File: src/rtl/mine_pkg.sv
// Shared types and constants for the mine placement sequencer.
package mine_pkg;

    localparam int N_CELLS    = 25;
    localparam int IDX_W      = 5;
    localparam int MAX_REJECT = 31;
    localparam int MAX_MINES  = 24;

    typedef enum logic [1:0] {
        ST_IDLE = 2'd0,
        ST_INIT = 2'd1,
        ST_GEN  = 2'd2,
        ST_DONE = 2'd3
    } state_t;

    // In a 5-bit context the product keeps only its low 5 bits, which is (mult*x) mod 32.
    function automatic logic [IDX_W-1:0] lcg_next(input logic [IDX_W-1:0] x,
                                                  input logic [IDX_W-1:0] mult,
                                                  input logic [IDX_W-1:0] incr);
        lcg_next = x * mult + incr;
    endfunction

endpackage

File: src/rtl/mine_free_pe.sv
// Priority encoder: lowest-index cell that is not occupied.
module mine_free_pe
    import mine_pkg::*;
(
    input  logic [N_CELLS-1:0] i_occ,
    output logic [IDX_W-1:0]   o_idx,
    output logic               o_valid
);

    always_comb begin
        o_idx   = '0;
        o_valid = 1'b0;
        // Scan downwards so the last hit written is the lowest free index.
        for (int i = N_CELLS - 1; i >= 0; i--) begin
            if (!i_occ[i]) begin
                o_idx   = IDX_W'(i);
                o_valid = 1'b1;
            end
        end
    end

endmodule

File: src/rtl/mine_place_ctrl.sv
// Mine placement sequencer: LCG candidates, reject/accept, fallback to lowest free cell.
// Optional safe cell excluded from placement when MINE_SAFE_CELL_EN is defined.
module mine_place_ctrl
    import mine_pkg::*;
(
    input  logic                in_clka,
    input  logic                in_restart,
    input  logic                in_place,
    input  logic [IDX_W-1:0]    in_seed,
    input  logic [IDX_W-1:0]    in_mult,
    input  logic [IDX_W-1:0]    in_incr,
    input  logic [IDX_W-1:0]    in_n_mines,
`ifdef MINE_SAFE_CELL_EN
    input  logic [IDX_W-1:0]    in_safe_cell,
`endif
    output logic [1:0]          out_state,
    output logic                out_busy,
    output logic                out_place_done,
    output logic [N_CELLS-1:0]  out_mines,
    output logic [IDX_W-1:0]    out_temp_index,
    output logic [IDX_W-1:0]    out_temp_mine_cnt,
    output logic                out_clamped
);

    // state | meaning
    // IDLE  | waiting for in_place, mine vector held
    // INIT  | clear board, latch LCG constants and clamped target
    // GEN   | one candidate per cycle until target reached
    // DONE  | one-cycle completion pulse, back to IDLE

    localparam logic [N_CELLS-1:0] ONE_AT_0 = N_CELLS'(1);

    state_t               r_state;
    logic [IDX_W-1:0]     r_x;
    logic [IDX_W-1:0]     r_mult;
    logic [IDX_W-1:0]     r_incr;
    logic [IDX_W-1:0]     r_target;
    logic [IDX_W-1:0]     r_cnt;
    logic [IDX_W-1:0]     r_rej;
    logic [IDX_W-1:0]     r_temp_index;
    logic [N_CELLS-1:0]   r_mines;
    logic                 r_busy;
    logic                 r_done;
    logic                 r_clamped;

    logic [N_CELLS-1:0]   w_safe_mask;
    logic                 w_safe_ok;
    logic [N_CELLS-1:0]   w_occ;
    logic [IDX_W-1:0]     w_free_idx;
    logic                 w_free_valid;
    logic [IDX_W-1:0]     w_raw;
    logic [IDX_W-1:0]     w_cand;
    logic [N_CELLS-1:0]   w_cand_onehot;
    logic                 w_accept;
    logic [IDX_W-1:0]     w_target_in;
    logic                 w_clamp_in;

`ifdef MINE_SAFE_CELL_EN
    logic [IDX_W-1:0]     r_safe;

    always_ff @(posedge in_clka) begin
        if (in_restart) begin
            r_safe <= '0;
        end else if (r_state == ST_INIT) begin
            r_safe <= in_safe_cell;
        end
    end

    // An out-of-board safe index shifts the one out, leaving an empty mask.
    assign w_safe_mask = ONE_AT_0 << r_safe;
    assign w_safe_ok   = (w_cand != r_safe);
`else
    assign w_safe_mask = '0;
    assign w_safe_ok   = 1'b1;
`endif

    assign w_occ = r_mines | w_safe_mask;

    mine_free_pe u_free_pe (
        .i_occ   (w_occ),
        .o_idx   (w_free_idx),
        .o_valid (w_free_valid)
    );

    assign w_raw         = lcg_next(r_x, r_mult, r_incr);
    assign w_cand        = ((r_rej == IDX_W'(MAX_REJECT)) && w_free_valid) ? w_free_idx : w_raw;
    assign w_cand_onehot = ONE_AT_0 << w_cand;
    assign w_accept      = (w_cand < IDX_W'(N_CELLS)) && ((r_mines & w_cand_onehot) == '0) && w_safe_ok;

    assign w_clamp_in  = (in_n_mines > IDX_W'(MAX_MINES));
    assign w_target_in = w_clamp_in ? IDX_W'(MAX_MINES) : in_n_mines;

    always_ff @(posedge in_clka) begin
        if (in_restart) begin
            r_state      <= ST_IDLE;
            r_x          <= '0;
            r_mult       <= '0;
            r_incr       <= '0;
            r_target     <= '0;
            r_cnt        <= '0;
            r_rej        <= '0;
            r_temp_index <= '0;
            r_mines      <= '0;
            r_busy       <= 1'b0;
            r_done       <= 1'b0;
            r_clamped    <= 1'b0;
        end else begin
            case (r_state)
                ST_IDLE: begin
                    r_done <= 1'b0;
                    if (in_place) begin
                        r_state <= ST_INIT;
                        r_busy  <= 1'b1;
                    end
                end
                ST_INIT: begin
                    r_mines   <= '0;
                    r_cnt     <= '0;
                    r_rej     <= '0;
                    r_x       <= in_seed;
                    r_mult    <= in_mult;
                    r_incr    <= in_incr;
                    r_target  <= w_target_in;
                    r_clamped <= w_clamp_in;
                    if (w_target_in == '0) begin
                        r_state <= ST_DONE;
                        r_busy  <= 1'b0;
                        r_done  <= 1'b1;
                    end else begin
                        r_state <= ST_GEN;
                    end
                end
                ST_GEN: begin
                    r_temp_index <= w_cand;
                    r_x          <= w_cand;
                    if (w_accept) begin
                        r_mines <= r_mines | w_cand_onehot;
                        r_cnt   <= r_cnt + 1'b1;
                        r_rej   <= '0;
                        if (r_cnt + 1'b1 == r_target) begin
                            r_state <= ST_DONE;
                            r_busy  <= 1'b0;
                            r_done  <= 1'b1;
                        end
                    end else begin
                        r_rej <= r_rej + 1'b1;
                    end
                end
                ST_DONE: begin
                    r_done  <= 1'b0;
                    r_state <= ST_IDLE;
                end
                default: begin
                    r_state <= ST_IDLE;
                end
            endcase
        end
    end

    assign out_state         = r_state;
    assign out_busy          = r_busy;
    assign out_place_done    = r_done;
    assign out_mines         = r_mines;
    assign out_temp_index    = r_temp_index;
    assign out_temp_mine_cnt = r_cnt;
    assign out_clamped       = r_clamped;

endmodule

File: config.mk
export PLATFORM = sky130hd
export DESIGN_NAME = mine_place_ctrl
export DESIGN_NICKNAME = d
export VERILOG_FILES = /design/src/rtl/mine_pkg.sv /design/src/rtl/mine_free_pe.sv /design/src/rtl/mine_place_ctrl.sv
export SDC_FILE = /design/constraint.sdc
export NUM_CORES = 1
export LEC_CHECK = 0
export ABC_AREA = 0
export CORE_MARGIN = 8
export CORE_UTILIZATION = 43
export CTS_BUF_LIST = sky130_fd_sc_hd__clkbuf_4 sky130_fd_sc_hd__clkbuf_8
export DETAILED_ROUTE_END_ITERATION = 10
export PLACE_DENSITY = 0.77
export SYNTH_ARGS = -nofsm -noshare
export SYNTH_HDL_FRONTEND = slang
export SYNTH_SLANG_ARGS = --single-unit
File: constraint.sdc
create_clock -name in_clka -period 6.34 [get_ports in_clka]
set_input_delay 1.902 -clock in_clka [delete_from_list [all_inputs] [get_ports in_clka]]
set_output_delay 1.902 -clock in_clka [all_outputs]
set_load 0.01 [all_outputs]
# == Yosys cells after proc, flatten, opt, wreduce, memory -nomap -nowiden ==
# Cells that the tools add are included.
# Widths: inputs -> output; s select.
# op_classes
eq_ne,9
add_sub_neg,3
mul,1
reduce_logical,12
n_mux,73
order_cmp,2
bitwise,2
shifts,1
# op_table
cell,n
$mux 5,29
$pmux 25 s2,1
$mux 1,33
$pmux 5 s2,3
$and 25x25->25,1
$logic_not 25->1,1
$mux 25,1
$or 25x25->25,1
$shl 1x5->25 const A,1
$add 5x1->5 const B,2
$ne 2x2->1 const B,4
$pmux 2 s4,1
$mux 2,3
$pmux 1 s3,2
$reduce_and 3->1,2
$add 5x5->5,1
$eq 5x5->1,1
$eq 5x5->1 const B,1
$gt 5x5->1 const B,1
$logic_not 5->1,1
$lt 5x5->1 const B,1
$mul 5x5->5,1
$reduce_and 5->1,1
$eq 2x2->1 const B,2
7 further kinds,8
# word_totals
ff_bits,65
out_inout_bits,40

# == Longest topological paths before layout ==
# Gate-level depths: netlist (run 1).
# depth
ltp_word,33
ltp_mapped,19

# == Modules after synthesis ==
# From an unflattened synthesis (run 1), not the netlist that was laid out.
# unflattened
cells_unflattened,489
area_unflattened_um2,4045.1
# modules_own_cells
module,cells_per_inst,area_each_um2,instances,seq_area_each_um2
mine_place_ctrl,438,3756.1,1,1301.2
mine_free_pe,51,289.0,1,0.0

# == Worst setup path after synthesis (run 1) ==
# OpenSTA, ideal clock, no wires.
# synth_path
path_kind,flip-flop to flip-flop
from,register r_x[2]
to,register r_rej[2]
t_arrival_ps,4806
path_buffers,0
t_required_ps,6265
setup_slack_ps,1459
stages_incl_launch_ff,19
cell_sequence,dfxtp_1 -> and2_1 -> fa_1 -> ha_1 -> inv_1 -> fa_1 -> inv_1 -> fa_1 -> xor2_1 -> xnor2_1 -> xnor2_1 -> nor3b_1 -> nor3_4 -> nor4_1 -> a2111oi_4 -> o221ai_4 -> o21ai_4 -> or3b_2 -> a31oi_1
# synth_via
elab_chain_cells,9
# synth_lines
item,line,source
"start, declared",mine_place_ctrl.sv:34,logic [IDX_W-1:0] r_x;
"start signal, assigned",mine_place_ctrl.sv:120,r_x <= in_seed;
"start signal, assigned",mine_place_ctrl.sv:135,r_x <= w_cand;
$mul 5x5->5 *,mine_pkg.sv:20,lcg_next = x * mult + incr;
$add 5x5->5 *,mine_pkg.sv:20,
$mux 5 *,mine_place_ctrl.sv:86,assign w_cand = ((r_rej == IDX_W'(MAX_REJECT)) && w_free_valid) ? w_free_idx : w_raw;
$shl 1x5->25,mine_place_ctrl.sv:87,assign w_cand_onehot = ONE_AT_0 << w_cand;
$and 25x25->25,mine_place_ctrl.sv:88,assign w_accept = (w_cand < IDX_W'(N_CELLS)) && ((r_mines & w_cand_onehot) == '0) && w_safe_ok;
$logic_not 25->1,mine_place_ctrl.sv:88,
$logic_and 1x1->1 *,mine_place_ctrl.sv:88,
$mux 5 *,mine_place_ctrl.sv:136,if (w_accept) begin
$pmux 5 s2 *,mine_place_ctrl.sv:108,case (r_state)
"end signal, assigned",mine_place_ctrl.sv:146,r_rej <= r_rej + 1'b1;
"end, declared",mine_place_ctrl.sv:39,logic [IDX_W-1:0] r_rej;
# Every way passes the cells marked *; elsewhere a longest branch is shown, timed or not.
# A chain may end at the register's enable or synchronous reset.

# == Worst setup path after layout (run 1) ==
# layout_path
from,register r_mult[0]
to,register r_mines[24] (netlist: out_mines[24])
# layout_via
elab_chain_cells,9
# layout_lines
item,line,source
"start, declared",mine_place_ctrl.sv:35,logic [IDX_W-1:0] r_mult;
"start signal, assigned",mine_place_ctrl.sv:121,r_mult <= in_mult;
$mul 5x5->5 *,mine_pkg.sv:20,
$add 5x5->5 *,mine_pkg.sv:20,
$mux 5 *,mine_place_ctrl.sv:86,
$shl 1x5->25,mine_place_ctrl.sv:87,
$and 25x25->25,mine_place_ctrl.sv:88,
$logic_not 25->1,mine_place_ctrl.sv:88,
$logic_and 1x1->1,mine_place_ctrl.sv:88,
$ne 2x2->1 (no source line),n/a,
$reduce_and 2->1 (no source line),n/a,
"end signal, assigned",mine_place_ctrl.sv:137,r_mines <= r_mines | w_cand_onehot;
"end, declared",mine_place_ctrl.sv:41,logic [N_CELLS-1:0] r_mines;
# Every way passes the cells marked *; elsewhere a longest branch is shown, timed or not. The select of a mux whose other input is x is not followed.

==> flow_metrics.env, run 1 <==
export IMPL_peakVddDrop_mv=0.249
export IMPL_async_flop_share_pct=0
export IMPL_io_buffers=62
export IMPL_dpl_worst_slack_ps=805
export IMPL_drtIter0Drc=287
export IMPL_p_clk_share_pct=23.6
export IMPL_n_antenna_cell=0
export IMPL_layoutNonFillerInstCount=639
export IMPL_die_area_sq_um=12500
export IMPL_post_route_period_util_pct=88.6
export IMPL_grt_usage_pct=17.9
export IMPL_grt_max_degree=37
export IMPL_worst_pin_slew_ps=1310
export IMPL_dpl_cell_count=623
export IMPL_cts_resized=0
export IMPL_clk_pin_slew_worst_paths_ps=70
export IMPL_ys_seq_area_share_pct=33.0
export IMPL_grt_pass1_wl_microns=18500
export IMPL_ys_ff_latch=65
export IMPL_fin_crit_ps=5620
export IMPL_cts_buffers=9
export IMPL_synth_compound_area_share_pct=22.2
export IMPL_viasPerCell=5.84
export IMPL_worstSetupPathType="reg -> reg"
export IMPL_htreeDepth=3
export IMPL_synth_cells=468
export IMPL_nNetsFinal=566
export IMPL_synth_fp_nets=511
export IMPL_power_mw=1.65
export IMPL_synth_mux_area_share_pct=5.50
export IMPL_io_pins=63
export IMPL_yosysWarnings=0
export IMPL_nFillCells=824
export IMPL_fin_tns_setup_ps=0
export IMPL_cts_sinks=65
export IMPL_setup_violations=0
export IMPL_critPathLaunchType="flop"
export IMPL_fmax_ghz=0.178
export IMPL_clock_path_buffers=2
export IMPL_drt_wl_total_microns=11100
export IMPL_avgSynthCellArea_sq_um=8.41
export IMPL_hold_buffers=0
export IMPL_cts_tree="yes"
export IMPL_netlist_area_sq_um=3940
export IMPL_drive_gt1_share_pct=7.58
export IMPL_die_w_microns=112
export IMPL_leakage_nw=1.77
export IMPL_power_density_nw_per_um2=340
export IMPL_synth_distinct_cells=71
export IMPL_wl_per_cell_microns=17.4
export IMPL_slew_headroom_pct=12.9
export IMPL_worst_path_max_delay_cell="nor3_2"
export IMPL_cp_max_fo=12
export IMPL_cp_required_ps=6580
export IMPL_start_util_pct=43.4
export IMPL_grt_pass1_vias=3662
export IMPL_setup_ws_ps=724
export IMPL_p_switching_mw=0.675
export IMPL_maxCapViolations=0
export IMPL_root_buffer="clkbuf_8"
export IMPL_ant_nets=0
export IMPL_synth_area_leaders="dfxtp_1 33%, nand2_1 6.4%, ha_1 4.8%"
export IMPL_hp_class="reg -> reg"
export IMPL_insertion_delay_ps=350
export IMPL_end_kind="flop"
export IMPL_dp_hpwl_microns=8320
export IMPL_synth_edf_count=0
export IMPL_syn2layout_area_growth_pct=23.2
export IMPL_postCtsSetupRepairBufs=0
export IMPL_synth_xor_area_share_pct=4.00
export IMPL_critPathMaxStageDelay_ps=570
export IMPL_drv_slew=0
export IMPL_path_common_cell="fa_1"
export IMPL_drc=0
export IMPL_drt_pre_antenna_iters=7
export IMPL_coreArea_sq_um=9060
export IMPL_status="finished clean"
export IMPL_place_congestion=0.938
export IMPL_p_comb_share_pct=44.4
export IMPL_switching_share_pct=40.9
export IMPL_p_int_mw=0.976
export IMPL_gr_total_overflow=0
export IMPL_synth_top_area_share_pct=33.0
export IMPL_synth_common_cells="67 x nand2_1, 65 x dfxtp_1, 33 x nor2_1"
export IMPL_critPathArrivalTime_ps=5850
export IMPL_rsz0062_at_grt="false"
export IMPL_path_cells="and2_1 -> fa_1 -> ha_1 -> inv_1 -> fa_1 -> inv_1 -> fa_1 -> xor2_1 -> xnor2_1 -> xnor2_1 -> nor3b_1 -> nor3_4 -> o221ai_2 -> a2111oi_4 -> o221ai_4 -> nor3_2 -> nand2_1 -> o41ai_1"
export IMPL_seqPwrFrac_pct=32.1
export IMPL_synth_adder_area_share_pct=7.31
export IMPL_yosysMostFrequentCell="nand2_1"
export IMPL_die_h_microns=112
export IMPL_antenna_found_initial=0
export IMPL_vias=3733
export IMPL_skew_ps=11.6
export IMPL_synth_top_cell_by_area="dfxtp_1"
export IMPL_hold_violations=0
export IMPL_ys_dominant_reg_cell="dfxtp_1"
export IMPL_holdWs_ps=465
export IMPL_yosys_area_share_simple_pct=23.8
export IMPL_synth_top_family_by_area="simple AND/OR/NAND/NOR gates"
export IMPL_rows=35
registers in the layout, indices dropped and copies added (netlist names):
register	count
out_mines	25
out_temp_index	5
out_temp_mine_cnt	5
r_incr	5
r_mult	5
r_rej	5
r_target	5
r_x	5
out_state	2
out_busy	1
out_clamped	1
out_place_done	1
final timing paths:
check	from	cells past startpoint	to	slack (ps)
setup / recovery	r_mult[0]	18	out_mines[24]	720
hold / removal	out_clamped	2	out_clamped	460
setup reg to reg	r_mult[0]	18	out_mines[24]	720
hold reg to reg	out_clamped	2	out_clamped	460
power by group through the flow:
stage          sequential (mW)  clock (mW)  combinational, mW
3_5_place_dp             0.537           0              0.729
6_report                 0.529       0.389              0.733
3_3_place_gp             0.533           0              0.711
5_1_grt                  0.537       0.417              0.808
2_1_floorplan            0.529           0              0.534
4_1_cts                  0.529       0.397              0.733
through the flow:
step                area (sq um)  util [%]
CTS                         4850      53.5
finish                      4850      53.5
floorplan                   3940         -
global route                4850      53.5
detailed placement          4630      51.1
global placement            4630      51.1
placed cells by master, fill, tap and decap left out, types with 4 or more instances in the layout:
cell type,count
nand2_1,67
dfxtp_1,65
clkdlybuf4s50_1,62
nor2_1,33
o21ai_0,28
nand3_1,22
a21oi_1,22
inv_1,21
mux2i_1,18
ha_1,15
and2_1,14
xnor2_1,11
nand4_1,10
clkbuf_8,9
or3_1,7
xor2_1,7
a211oi_1,5
a21o_1,5
nor2b_1,5
a22o_1,5
fa_1,5
o211ai_1,4
nor4_1,4
a32o_1,4
critical path, delay by kind of cell (launching register included):
| kind | cells | cell delay, ps |
|---|---|---|
| adders and majority gates | 4 | 1670 |
| and+or+nand+nor | 5 | 1590 |
| AOI/OAI and AO/OA | 4 | 1140 |
| xor gates and xnor gates | 3 | 600 |
| DFF | 1 | 390 |
| buffers and inverters | 2 | 100 |
cell type report:
type	instances	area (sq um)	area share, %
inverters	22	82.6	1.70
well taps	111	139	2.86
repair buffers	63	628	13.0
clock inverters	7	95.1	1.96
multi-input cells	362	2480	51.1
clock buffers	9	124	2.55
flip-flops and latches	65	1300	26.8
metal layers:
layer  global-route usage (%)  vias up  part of all wire [%]
li1                         -     1798                     -
met1                     22.0     1767                    43
met2                     28.9      149                    48
met3                     4.76       19                   7.4
met4                     7.57        0                   1.9
met5                        0        -                     0
cells by family after synthesis:
| logic type | after synthesis |
|---|---|
| simple gates | 187 |
| compound gates | 116 |
| flops | 65 |
| buf+inv | 41 |
| mux | 21 |
| fa+ha+maj | 20 |
| xor+xnor | 18 |
Note: power is estimated with default switching activity, not from simulation.
==> run 2: changes to the inputs <==
--- a/config.mk
+++ b/config.mk
@@ -7,10 +7,10 @@
 export LEC_CHECK = 0
 export ABC_AREA = 0
 export CORE_MARGIN = 8
-export CORE_UTILIZATION = 43
+export CORE_UTILIZATION = 40
 export CTS_BUF_LIST = sky130_fd_sc_hd__clkbuf_4 sky130_fd_sc_hd__clkbuf_8
 export DETAILED_ROUTE_END_ITERATION = 10
-export PLACE_DENSITY = 0.77
+export PLACE_DENSITY = 0.76
 export SYNTH_ARGS = -nofsm -noshare
 export SYNTH_HDL_FRONTEND = slang
 export SYNTH_SLANG_ARGS = --single-unit
==> constraint.sdc (replaced) <==
create_clock -name in_clka -period 5.06 [get_ports in_clka]
set_input_delay 1.518 -clock in_clka [delete_from_list [all_inputs] [get_ports in_clka]]
set_output_delay 1.518 -clock in_clka [all_outputs]
set_load 0.01 [all_outputs]
==> run 2 against run 1 <==
The run now ends with DRC left. Maximum frequency increased by 12%. Design area increased by 7.9%. Critical path depth increased by 2. Via count increased by 4.8%. Utilization increased by 0.56 points. Sequential power increased by 25%. Sequential share of layout area decreased by 1.9 points. First-iteration DRC count increased by 5.6%. Global-route usage decreased by 0.72 points. Clock skew decreased by 7.7 ps. Final cell count increased by 7.4%. Largest power group unchanged.
==> flow_metrics.env, run 2 (synthesized netlist as in run 1, its figures left out) <==
export IMPL_status="complete, but fails checks"
export IMPL_violations="DRC"
export IMPL_root_buffer="clkbuf_8"
export IMPL_largest_reg_flops=25
export IMPL_power_mw=2.32
export IMPL_viasPerCell=5.70
export IMPL_grt_pass1_wl_microns=18400
export IMPL_critPathArrivalTime_ps=5240
export IMPL_n_antenna_cell=0
export IMPL_maxCapViolations=0
export IMPL_drtIter0Drc=303
export IMPL_hold_violations=0
export IMPL_nNetsFinal=591
export IMPL_layoutNonFillerInstCount=686
export IMPL_holdWs_ps=467
export IMPL_wl_per_cell_microns=17.2
export IMPL_hp_class="reg -> reg"
export IMPL_cts_sinks=65
export IMPL_syn2layout_area_growth_pct=33.0
export IMPL_insertion_delay_ps=340
export IMPL_die_w_microns=115
export IMPL_critPathLaunchType="flop"
export IMPL_grt_max_degree=32
export IMPL_grt_usage_pct=17.2
export IMPL_coreArea_sq_um=9680
export IMPL_antenna_found_initial=0
export IMPL_r2r_cells=20
export IMPL_drt_pre_antenna_iters=9
export IMPL_drive_gt1_share_pct=17.4
export IMPL_fin_tns_setup_ps=0
export IMPL_drt_wl_total_microns=11800
export IMPL_hold_buffers=0
export IMPL_start_util_pct=40.7
export IMPL_place_congestion=0.911
export IMPL_setup_violations=0
export IMPL_dpl_cell_count=654
export IMPL_clock_path_buffers=2
export IMPL_die_area_sq_um=13300
export IMPL_drc=1
export IMPL_worst_pin_slew_ps=1350
export IMPL_rsz0062_at_grt="true"
export IMPL_slew_headroom_pct=10.3
export IMPL_gr_total_overflow=0
export IMPL_hold_path_depth=2
export IMPL_cts_buffers=9
export IMPL_vias=3911
export IMPL_mostFrequentLayoutCells="64 x nand2_1, 62 x clkdlybuf4s50_1, 61 x dfxtp_1"
export IMPL_peakVddDrop_mv=0.309
export IMPL_ant_nets=0
export IMPL_cts_tree="yes"
export IMPL_post_route_period_util_pct=99.2
export IMPL_clk_pin_slew_worst_paths_ps=70
export IMPL_leakage_nw=1.93
export IMPL_power_density_nw_per_um2=443
export IMPL_cp_required_ps=5280
export IMPL_end_kind="flop"
export IMPL_layout_commonest_cell="nand2_1"
export IMPL_drv_slew=0
export IMPL_io_buffers=62
export IMPL_fmax_ghz=0.199
export IMPL_grt_pass1_vias=3795
export IMPL_dpl_cell_area_sq_um=4730
export IMPL_cp_max_fo=7
export IMPL_dp_hpwl_microns=8170
export IMPL_htreeDepth=3
export IMPL_worstSetupPathType="reg -> reg"
export IMPL_skew_ps=3.88
export IMPL_final_area_sq_um=5240
export IMPL_io_pins=63
export IMPL_fin_crit_ps=5020
export IMPL_die_h_microns=115
export IMPL_rows=36
run 2: cell count changes in the layout (fill, tap and decap cells not counted), moves of 4 or more:
cell,previous run,this run
buf_6,0,4
dfxtp_2,0,4
dfxtp_1,65,61
buf_4,1,22
ha_1,15,11
run 2: layout make-up:
| type | count | area [sq um] |
|---|---|---|
| Clock buffer | 13 | 160 |
| Timing Repair Buffer | 88 | 831 |
| Inverter | 22 | 82.6 |
| Fill cell | 872 | 4450 |
| Clock inverter | 3 | 40.0 |
| Sequential cell | 65 | 1310 |
| Tap cell | 133 | 166 |
| Multi-Input combinational cell | 362 | 2650 |
run 2: repair_timing:
item,CTS,global route
resized for setup,14,29
pin swaps,16,14
endpoints found under the hold margin,0,0
endpoints found under the setup margin,27,38
buffers inserted,7,10
run 2: power breakdown:
part	switching, mW	internal [mW]	total, mW
clock network	0.199	0.256	0.455
logic	0.675	0.529	1.20
registers	0.0717	0.589	0.661
run 2: path summary, 6_finish.rpt:
check	slack (ps)	from	endpoint
max	40	r_mult[0]	out_state[1]
min	470	r_target[0]	r_target[0]
max reg2reg	40	r_mult[0]	out_state[1]
min reg2reg	470	r_target[0]	r_target[0]
run 2: through the flow:
step | util [%] | setup WS [ps]
CTS | 51.9 | 18.6
finish | 54.1 | 42.0
floorplan | - | 179
detailed placement | 48.8 | -238
global placement | 48.8 | 14.0
global route | 54.1 | -139
run 2: layer usage:
metal | GRT usage [%] | routed length, microns | up-vias
met5 | 0 | 0 | -
li1 | - | - | 1846
met4 | 6.74 | 335 | 0
met2 | 27.9 | 5580 | 176
met1 | 21.5 | 5080 | 1852
met3 | 4.15 | 810 | 37
run 2: worst max-delay path, stage by stage, from the launching register on:
cell and delay (ps):
dfxtp_2 330, and2_4 150, fa_1 490, ha_4 290
inv_2 30, fa_1 540, inv_2 40, fa_2 360
xor2_2 180, xnor2_2 160, xnor2_2 250, nor3b_2 120
nor3_4 340, buf_4 200, nor4_4 40, a2111oi_4 390
o221ai_4 230, buf_6 180, o41ai_4 260, mux2i_1 240
nor2_1 60
